[config.mk]
export PLATFORM = sky130hd
export DESIGN_NAME = proc_frame_sched_flat
export DESIGN_NICKNAME = d
export VERILOG_FILES = /design/src/rtl/proc_frame_sched_pkg.sv /design/src/rtl/proc_frame_sched_if.sv /design/src/rtl/proc_rr_pick.sv /design/src/rtl/proc_frame_sched.sv /design/src/flat_wrapper.sv
export SDC_FILE = /design/constraint.sdc
export NUM_CORES = 1
export LEC_CHECK = 0
export BUFFER_PORTS_ARGS = -buffer_cell sky130_fd_sc_hd__buf_2
export CAP_MARGIN = 0
export CORE_ASPECT_RATIO = 0.8
export CORE_MARGIN = 2
export CORE_UTILIZATION = 35
export CTS_BUF_LIST = sky130_fd_sc_hd__clkbuf_8
export DETAILED_ROUTE_END_ITERATION = 8
export PLACE_DENSITY = 0.61
export SETUP_SLACK_MARGIN = 0.4
export SLEW_MARGIN = 10
export SYNTH_ARGS = -nofsm -noshare
export SYNTH_HDL_FRONTEND = slang
export SYNTH_SLANG_ARGS = --single-unit
[constraint.sdc]
create_clock -name i_clk -period 2.8 [get_ports i_clk]
set_input_delay 0.42 -clock i_clk [delete_from_list [all_inputs] [get_ports i_clk]]
set_output_delay 0.42 -clock i_clk [all_outputs]
set_load 0.05 [all_outputs]
[src/rtl/proc_frame_sched_pkg.sv]
// Shared types and helpers for the capture scheduler and its read-out side.
// Latency: n/a (types and pure functions only).
// Backpressure: n/a.
package proc_sched_pkg;

  typedef enum logic [1:0] {
    ST_IDLE = 2'd0,
    ST_SYNC = 2'd1,
    ST_CAPT = 2'd2,
    ST_DONE = 2'd3
  } t_sched_st;

  // Upper bound on channels; masks are zero-extended to this width.
  localparam int C_MAX_CHAN = 16;

  // Channel index width; a single channel still needs a one-bit index.
  function automatic int f_cw(input int n);
    return (n > 1) ? $clog2(n) : 1;
  endfunction

  // Next enabled channel strictly above cur, wrapping modulo n.
  // An empty mask returns cur unchanged.
  function automatic int f_next_chan(input logic [C_MAX_CHAN-1:0] mask,
                                     input int cur, input int n);
    int nxt;
    int idx;
    logic found;
    nxt   = cur;
    found = 1'b0;
    for (int i = 1; i <= C_MAX_CHAN; i++) begin
      idx = (cur + i) % n;
      if (!found && (i <= n) && mask[idx[3:0]]) begin
        nxt   = idx;
        found = 1'b1;
      end
    end
    return nxt;
  endfunction

endpackage

[src/rtl/proc_frame_sched_if.sv]
// Bundle of sample stream, run control, capture-memory write port and status.
// Latency: n/a (wires only).
// Backpressure: none; the stream source cannot be stalled.
// master = stream source / register bank / memory side, slave = scheduler.
interface proc_frame_sched_if #(
  parameter int G_BIT_WIDTH      = 16,
  parameter int G_CHAN_NUM       = 4,
  parameter int G_MEM_ADDR_WIDTH = 5,
  parameter int G_FRM_CNT_W      = 16
);
  localparam int CW = proc_sched_pkg::f_cw(G_CHAN_NUM);

  logic [G_BIT_WIDTH-1:0]      s_tdata;
  logic                        s_tvalid;
  logic                        s_tlast;
  logic                        i_start;
  logic                        i_abort;
  logic [G_CHAN_NUM-1:0]       i_chan_mask;
  logic [G_FRM_CNT_W-1:0]      i_frames;
  logic                        o_mem_we;
  logic [CW-1:0]               o_mem_chan;
  logic [G_MEM_ADDR_WIDTH-1:0] o_mem_addr;
  logic [G_BIT_WIDTH-1:0]      o_mem_data;
  logic                        o_busy;
  logic                        o_done;
  logic [G_FRM_CNT_W-1:0]      o_frame_cnt;
  logic                        o_trunc;
  logic [G_MEM_ADDR_WIDTH:0]   o_last_len;

  modport master (
    output s_tdata, s_tvalid, s_tlast, i_start, i_abort, i_chan_mask, i_frames,
    input  o_mem_we, o_mem_chan, o_mem_addr, o_mem_data,
           o_busy, o_done, o_frame_cnt, o_trunc, o_last_len
  );

  modport slave (
    input  s_tdata, s_tvalid, s_tlast, i_start, i_abort, i_chan_mask, i_frames,
    output o_mem_we, o_mem_chan, o_mem_addr, o_mem_data,
           o_busy, o_done, o_frame_cnt, o_trunc, o_last_len
  );
endinterface

[src/rtl/proc_rr_pick.sv]
// Combinational round-robin selector: next enabled channel above i_cur, wrapping.
// Latency: 0 cycles (pure combinational).
// Backpressure: none.
// Ports: i_mask enabled channels, i_cur current index, o_next selected index.
module proc_rr_pick
  import proc_sched_pkg::*;
#(
  parameter int G_CHAN_NUM = 4,
  localparam int CW        = f_cw(G_CHAN_NUM)
) (
  input  logic [G_CHAN_NUM-1:0] i_mask,
  input  logic [CW-1:0]         i_cur,
  output logic [CW-1:0]         o_next
);

  logic [C_MAX_CHAN-1:0] mask_ext;

  always_comb begin
    mask_ext                 = '0;
    mask_ext[G_CHAN_NUM-1:0] = i_mask;
    o_next = CW'(f_next_chan(mask_ext, int'(i_cur), G_CHAN_NUM));
  end

endmodule

[src/rtl/proc_frame_sched.sv]
// Capture scheduler: N frames from the sample stream, round-robin over enabled channels.
// Latency: 1 cycle sample-to-write; all outputs registered.
// Backpressure: none; samples beyond frame capacity are dropped and flagged.
// Ports: i_clk/i_rst (sync, active high); bus.slave carries stream, run control,
// memory write port (we/chan/addr/data) and status (busy/done/frame_cnt/trunc/last_len).
module proc_frame_sched
  import proc_sched_pkg::*;
#(
  parameter int G_BYT            = 2,
  parameter int G_BIT_WIDTH      = 8 * G_BYT,
  parameter int G_CHAN_NUM       = 4,
  parameter int G_MEM_ADDR_WIDTH = 5,
  parameter int G_FRM_CNT_W      = 16
) (
  input  logic               i_clk,
  input  logic               i_rst,
  proc_frame_sched_if.slave  bus
);

  localparam int AW = G_MEM_ADDR_WIDTH;
  localparam int CW = f_cw(G_CHAN_NUM);
  localparam logic [AW:0] CAP = {1'b1, {AW{1'b0}}};

  t_sched_st               state_q, state_d;
  logic [G_CHAN_NUM-1:0]   mask_q, mask_d;
  logic [G_FRM_CNT_W-1:0]  frames_q, frames_d;
  logic [CW-1:0]           chan_q, chan_d;
  logic [AW:0]             len_q, len_d;         // samples written in current frame
  logic                    in_frm_q, in_frm_d;   // stream is between first sample and tlast
  logic [G_FRM_CNT_W-1:0]  frame_cnt_q, frame_cnt_d;
  logic                    trunc_q, trunc_d;
  logic [AW:0]             last_len_q, last_len_d;
  logic                    we_q, we_d;
  logic [CW-1:0]           mem_chan_q, mem_chan_d;
  logic [AW-1:0]           mem_addr_q, mem_addr_d;
  logic [G_BIT_WIDTH-1:0]  mem_data_q, mem_data_d;
  logic                    busy_q, busy_d;
  logic                    done_q, done_d;

  logic                    start_ok;
  logic                    frm_full;
  logic                    frm_end;
  logic                    last_frame;
  logic [G_CHAN_NUM-1:0]   pick_mask;
  logic [CW-1:0]           pick_cur;
  logic [CW-1:0]           rr_next;

  // The done cycle counts as busy even though the FSM is already back in IDLE.
  assign start_ok   = (state_q == ST_IDLE) && !done_q && bus.i_start &&
                      (bus.i_chan_mask != '0) && (bus.i_frames != '0);
  assign in_frm_d   = bus.s_tvalid ? !bus.s_tlast : in_frm_q;
  assign frm_full   = (len_q == CAP);
  assign frm_end    = (state_q == ST_CAPT) && bus.s_tvalid && bus.s_tlast && !bus.i_abort;
  assign last_frame = frm_end && ((frame_cnt_q + 1'b1) == frames_q);
  assign done_d     = (state_q == ST_DONE) && !bus.i_abort;
  assign busy_d     = (state_d != ST_IDLE) || done_d;

  // At start the lowest enabled bit is the "next" one above the top index.
  assign pick_mask = (state_q == ST_IDLE) ? bus.i_chan_mask : mask_q;
  assign pick_cur  = (state_q == ST_IDLE) ? CW'(G_CHAN_NUM - 1) : chan_q;

  proc_rr_pick #(.G_CHAN_NUM(G_CHAN_NUM)) u_rr_pick (
    .i_mask (pick_mask),
    .i_cur  (pick_cur),
    .o_next (rr_next)
  );

  always_ff @(posedge i_clk) begin : p_state_reg
    if (i_rst) state_q <= ST_IDLE;
    else       state_q <= state_d;
  end

  always_comb begin : p_next_state
    state_d = state_q;
    unique case (state_q)
      ST_IDLE: if (start_ok) state_d = in_frm_d ? ST_SYNC : ST_CAPT;
      ST_SYNC: begin
        if (bus.i_abort)                         state_d = ST_IDLE;
        else if (bus.s_tvalid && bus.s_tlast)    state_d = ST_CAPT;
      end
      ST_CAPT: begin
        if (bus.i_abort)      state_d = ST_IDLE;
        else if (last_frame)  state_d = ST_DONE;
      end
      ST_DONE: state_d = ST_IDLE;
      default: state_d = ST_IDLE;
    endcase
  end

  always_comb begin : p_outputs
    mask_d      = mask_q;
    frames_d    = frames_q;
    chan_d      = chan_q;
    len_d       = len_q;
    frame_cnt_d = frame_cnt_q;
    trunc_d     = trunc_q;
    last_len_d  = last_len_q;
    we_d        = 1'b0;
    mem_chan_d  = mem_chan_q;
    mem_addr_d  = mem_addr_q;
    mem_data_d  = mem_data_q;

    if (start_ok) begin
      mask_d      = bus.i_chan_mask;
      frames_d    = bus.i_frames;
      frame_cnt_d = '0;
      trunc_d     = 1'b0;
      len_d       = '0;
      chan_d      = rr_next;
    end

    if ((state_q == ST_CAPT) && bus.s_tvalid) begin
      // The write itself is not cancelled by abort; only frame bookkeeping is.
      if (!frm_full) begin
        we_d       = 1'b1;
        mem_chan_d = chan_q;
        mem_addr_d = len_q[AW-1:0];
        mem_data_d = bus.s_tdata;
      end
      if (!bus.i_abort) begin
        if (frm_full) trunc_d = 1'b1;
        else          len_d   = len_q + 1'b1;
        if (frm_end) begin
          last_len_d  = frm_full ? len_q : len_q + 1'b1;
          frame_cnt_d = frame_cnt_q + 1'b1;
          len_d       = '0;
          chan_d      = rr_next;
        end
      end
    end
  end

  always_ff @(posedge i_clk) begin : p_dp_reg
    if (i_rst) begin
      mask_q      <= '0;
      frames_q    <= '0;
      chan_q      <= '0;
      len_q       <= '0;
      in_frm_q    <= 1'b0;
      frame_cnt_q <= '0;
      trunc_q     <= 1'b0;
      last_len_q  <= '0;
      we_q        <= 1'b0;
      mem_chan_q  <= '0;
      mem_addr_q  <= '0;
      mem_data_q  <= '0;
      busy_q      <= 1'b0;
      done_q      <= 1'b0;
    end else begin
      mask_q      <= mask_d;
      frames_q    <= frames_d;
      chan_q      <= chan_d;
      len_q       <= len_d;
      in_frm_q    <= in_frm_d;
      frame_cnt_q <= frame_cnt_d;
      trunc_q     <= trunc_d;
      last_len_q  <= last_len_d;
      we_q        <= we_d;
      mem_chan_q  <= mem_chan_d;
      mem_addr_q  <= mem_addr_d;
      mem_data_q  <= mem_data_d;
      busy_q      <= busy_d;
      done_q      <= done_d;
    end
  end

  assign bus.o_mem_we    = we_q;
  assign bus.o_mem_chan  = mem_chan_q;
  assign bus.o_mem_addr  = mem_addr_q;
  assign bus.o_mem_data  = mem_data_q;
  assign bus.o_busy      = busy_q;
  assign bus.o_done      = done_q;
  assign bus.o_frame_cnt = frame_cnt_q;
  assign bus.o_trunc     = trunc_q;
  assign bus.o_last_len  = last_len_q;

endmodule

[src/flat_wrapper.sv]
// flat-port wrapper written by rule: the top's interface ports become plain ports
module proc_frame_sched_flat import proc_sched_pkg::*;
#(
  parameter int G_BYT            = 2,
  parameter int G_BIT_WIDTH      = 8 * G_BYT,
  parameter int G_CHAN_NUM       = 4,
  parameter int G_MEM_ADDR_WIDTH = 5,
  parameter int G_FRM_CNT_W      = 16
)
  (i_clk, i_rst, bus_s_tdata, bus_s_tvalid, bus_s_tlast, bus_i_start, bus_i_abort, bus_i_chan_mask, bus_i_frames, bus_o_mem_we, bus_o_mem_chan, bus_o_mem_addr, bus_o_mem_data, bus_o_busy, bus_o_done, bus_o_frame_cnt, bus_o_trunc, bus_o_last_len);
  proc_frame_sched_if #(.G_BIT_WIDTH(G_BIT_WIDTH), .G_CHAN_NUM(G_CHAN_NUM), .G_MEM_ADDR_WIDTH(G_MEM_ADDR_WIDTH), .G_FRM_CNT_W(G_FRM_CNT_W)) bus_i ();
  input  logic i_clk;
  input  logic i_rst;
  input wire logic [$bits(bus_i.s_tdata)-1:0] bus_s_tdata;
  input wire logic [$bits(bus_i.s_tvalid)-1:0] bus_s_tvalid;
  input wire logic [$bits(bus_i.s_tlast)-1:0] bus_s_tlast;
  input wire logic [$bits(bus_i.i_start)-1:0] bus_i_start;
  input wire logic [$bits(bus_i.i_abort)-1:0] bus_i_abort;
  input wire logic [$bits(bus_i.i_chan_mask)-1:0] bus_i_chan_mask;
  input wire logic [$bits(bus_i.i_frames)-1:0] bus_i_frames;
  output wire logic [$bits(bus_i.o_mem_we)-1:0] bus_o_mem_we;
  output wire logic [$bits(bus_i.o_mem_chan)-1:0] bus_o_mem_chan;
  output wire logic [$bits(bus_i.o_mem_addr)-1:0] bus_o_mem_addr;
  output wire logic [$bits(bus_i.o_mem_data)-1:0] bus_o_mem_data;
  output wire logic [$bits(bus_i.o_busy)-1:0] bus_o_busy;
  output wire logic [$bits(bus_i.o_done)-1:0] bus_o_done;
  output wire logic [$bits(bus_i.o_frame_cnt)-1:0] bus_o_frame_cnt;
  output wire logic [$bits(bus_i.o_trunc)-1:0] bus_o_trunc;
  output wire logic [$bits(bus_i.o_last_len)-1:0] bus_o_last_len;
  assign bus_i.s_tdata = bus_s_tdata;
  assign bus_i.s_tvalid = bus_s_tvalid;
  assign bus_i.s_tlast = bus_s_tlast;
  assign bus_i.i_start = bus_i_start;
  assign bus_i.i_abort = bus_i_abort;
  assign bus_i.i_chan_mask = bus_i_chan_mask;
  assign bus_i.i_frames = bus_i_frames;
  assign bus_o_mem_we = bus_i.o_mem_we;
  assign bus_o_mem_chan = bus_i.o_mem_chan;
  assign bus_o_mem_addr = bus_i.o_mem_addr;
  assign bus_o_mem_data = bus_i.o_mem_data;
  assign bus_o_busy = bus_i.o_busy;
  assign bus_o_done = bus_i.o_done;
  assign bus_o_frame_cnt = bus_i.o_frame_cnt;
  assign bus_o_trunc = bus_i.o_trunc;
  assign bus_o_last_len = bus_i.o_last_len;
  proc_frame_sched #(.G_BYT(G_BYT), .G_BIT_WIDTH(G_BIT_WIDTH), .G_CHAN_NUM(G_CHAN_NUM), .G_MEM_ADDR_WIDTH(G_MEM_ADDR_WIDTH), .G_FRM_CNT_W(G_FRM_CNT_W)) u_core (.i_clk(i_clk), .i_rst(i_rst), .bus(bus_i));
endmodule
==> impl_metrics.toml <==
[cells_and_area]
drive_above_1_share = 0.225
layout.nets = 624
area_delta_synth_final_pct = 20.6
finalInstanceArea_mm2 = 0.00475
n_fill_cell = 1150
final_cells = 727
diodes = 0

[route]
wl_per_cell_um = 14.8
vias = 3752
initialDrtViolationCount = 280
routed_wl_mm = 10.8
final_antenna_net_count = 0
dr.pass1.iters = 7
drc_errors = 0
vias_per_cell = 5.16

[sta]
clock.fmax_mhz = 449
hold_viol_final = 0
hold_slack_ps = 292
worstMarginPinSlew_ps = 781
skew_ps = 10.9
max_slew_margin = 0.479
rsz0062_at_grt = "false"
min_period_ps = 2230
setup_viol = 0
fin_setup_tns_ps = 0
finalCritPeriodShare = 0.796
report.final.slew_viol_count = 0

[worst_setup_path]
cp_num_cells = 7
rr_endpoint = "u_core.state_q[0]"
crit_end = "u_core.state_q[0]"
crit_path_end_kind = "flop"
cp.arrival_ps = 2490
cp_num_buf_inv = 0
cpPeakStageDelay_ps = 450
critPathKind = "flop to flop"
critical_path.startpoint = "u_core.bus.o_frame_cnt[0]"
reg2reg_from = "u_core.bus.o_frame_cnt[0]"
start_kind = "flop"
ff2ff_setup_slack_ps = 570
worst_path_max_delay_cell = "dfxtp_1"
crit_family = "simple AND/OR/NAND/NOR gates"
required_ps = 3060
reg2regPathDepth = 7
path_common_cell = "nand4_1"
cp_max_fo = 7
crit_chain = "ha_1, nand4_1, or3_4, and3b_4, a2111oi_4, nand4_1, o31ai_2"

[floorplanning]
die-area_mm2 = 0.0121
core_mm2 = 0.0109
rows = 34
die_w_um = 123
initial_core_util = 0.360
io_pins = 91
die_height_um = 98.9

[job]
maxCapViolCount = 0

[yosys]
synth_cell_types = 53
synth_edf_count = 0
seq_area_frac_synth = 0.406
syn_avg_cell_area_um2 = 7.83
yosys-top-cells-count = "99 x nand2_1, 80 x dfxtp_1, 64 x a21oi_1"
synthArstFlopShare = 0
synth_flop_cell = "dfxtp_1"
synth_seq_cells = 80
synth_top_cell_area_share = 0.406
syn_area_mm2 = 0.00394
synthCells = 503
syn_nets = 548
synth_most_common_cell = "nand2_1"
yosys_warnings = 0
yosysTopAreaCell = "dfxtp_1"
synth.area.top_cells = "dfxtp_1 41%, nand2_1 9.4%, a21oi_1 8.1%"

[global_route]
grt_first_pass_wirelength_mm = 17.4
grt_max_degree = 43
grt_pass1_vias = 3488
overflow = 0
antenna_found_initial = 0
grt_use_total = 0.181

[clock_network]
clock_tree.root_cell = "clkbuf_8"
cts.path.max_buffers = 2
htree_levels = 3
cts_buffers = 9
clk-insertion-delay-late_ps = 360
cts_tree = "done"
cts_sinks = 80
clkSlewWorstSetupHoldPaths_ps = 90

[placement]
gp_congestion = 0.912
port_buffers = 90
hpwl_mm = 7.87
placed_cells = 712
dpl_cell_area_mm2 = 0.00450

[min_path]
hold_class = "primary input to flop"

[outcome]
status = "complete, no violations"

[pwr]
p_leak_uw = 0.00184
pwr_density_cell_mw_per_mm2 = 539
ir_worst_vdd_mv = 0.285
worst min path at each step:
stage / from / end / slack [ps] / depth (start not counted)
6_report: bus_s_tdata[8] / u_core.bus.o_mem_data[8] / 290 / 3
5_1_grt: bus_s_tdata[10] / u_core.bus.o_mem_data[10] / 290 / 3
4_1_cts: bus_s_tdata[7] / u_core.bus.o_mem_data[7] / 280 / 3
3_5_place_dp: u_core.bus.o_mem_data[6] / u_core.bus.o_mem_data[6] / 440 / 2
3_3_place_gp: u_core.bus.o_mem_data[3] / u_core.bus.o_mem_data[3] / 440 / 2
2_1_floorplan: u_core.frames_q[7] / u_core.frames_q[7] / 450 / 2
layout by cell type, fill, tap and decap left out, types with 2 or more instances in the layout:
master     count
nand4b_1       2
nand4_1        6
a211oi_1       5
o211ai_1       2
a32oi_1        2
nor4b_2        2
ha_1           3
xnor2_1       19
a22oi_1        2
buf_4         10
or3_1          6
nor4b_1        3
nand2_1       99
nor4_1         8
nor2b_1        2
o22ai_1        2
and3_1         5
nand2b_1       6
and2_1         3
clkbuf_8       9
nand3_1       14
nor3b_1        2
dfxtp_1       80
bufinv_16      3
inv_1          7
nand3b_1       2
mux4_2         2
buf_2         90
o21ai_0       11
inv_6          2
or2_2          2
xor2_1        12
mux2i_1        5
a21oi_1       64
nor2_1        52
nor3_1        10
a31oi_1        8
cell type report:
cell class / instances / area (um^2) / area share
clock buffer: 9 / 124 / 0.0261
clock inverter: 6 / 115 / 0.0242
inverter: 7 / 26.3 / 0.00553
multi-input combinational: 381 / 2180 / 0.459
sequential: 80 / 1600 / 0.337
tap: 144 / 180 / 0.0379
timing repair buffer: 100 / 526 / 0.111
metrics by stage:
step / total power (uW) / utilization / setup WS [ps]
floorplan: 1440 / - / 429
global placement: 1540 / 0.412 / 502
detailed placement: 1540 / 0.412 / 548
CTS: 2590 / 0.433 / 573
global route: 2670 / 0.435 / 426
finish: 2560 / 0.435 / 571
metal layers:
layer | share of wire | vias up | global-route usage
met5 | 0 | - | 0
met4 | 0.014 | 0 | 0.0575
met3 | 0.057 | 13 | 0.0382
met2 | 0.44 | 91 | 0.270
met1 | 0.49 | 1751 | 0.259
li1 | - | 1897 | -
cell families (layout without fill, tap and decap cells):
family          count (synthesis)  count (layout)  synth area share
fa+ha+maj                       4               4            0.0121
mux                             7               7            0.0241
buf+inv                        42             122            0.0438
xor+xnor                       31              31            0.0689
flops                          80              80             0.406
simple gates                  233             233             0.284
compound gates                106             106             0.161
flip-flops by register name (all words and copies together), names as in the netlist:
signal and cells:
u_core.bus.o_mem_addr 5, u_core.bus.o_done 1, u_core.bus.o_busy 1, u_core.in_frm_q 1, u_core.bus.o_frame_cnt 16, u_core.bus.o_mem_data 16
u_core.bus.o_mem_we 1, u_core.chan_q 2, u_core.state_q 2, u_core.bus.o_mem_chan 2, u_core.bus.o_trunc 1, u_core.len_q 6
u_core.frames_q 16, u_core.mask_q 4, u_core.bus.o_last_len 6
where the power goes:
group / internal [uW] / switching [uW]
clock: 594 / 449
combinational: 110 / 192
sequential: 1170 / 41.8
timing repair:
action	CTS	global route
endpoints found under the setup margin	0	1
gates resized for setup	0	2
setup buffers	0	0
hold buffers	0	0
endpoints found under the hold margin	0	0
worst register-to-register path, delay by kind of cell (launching register included):
kind | cells | cell delay [ps]
fa+ha+maj | 1 | 270
compound gates | 2 | 470
simple gates | 4 | 960
flops | 1 | 450
Note: power is estimated with default switching activity, not from simulation.
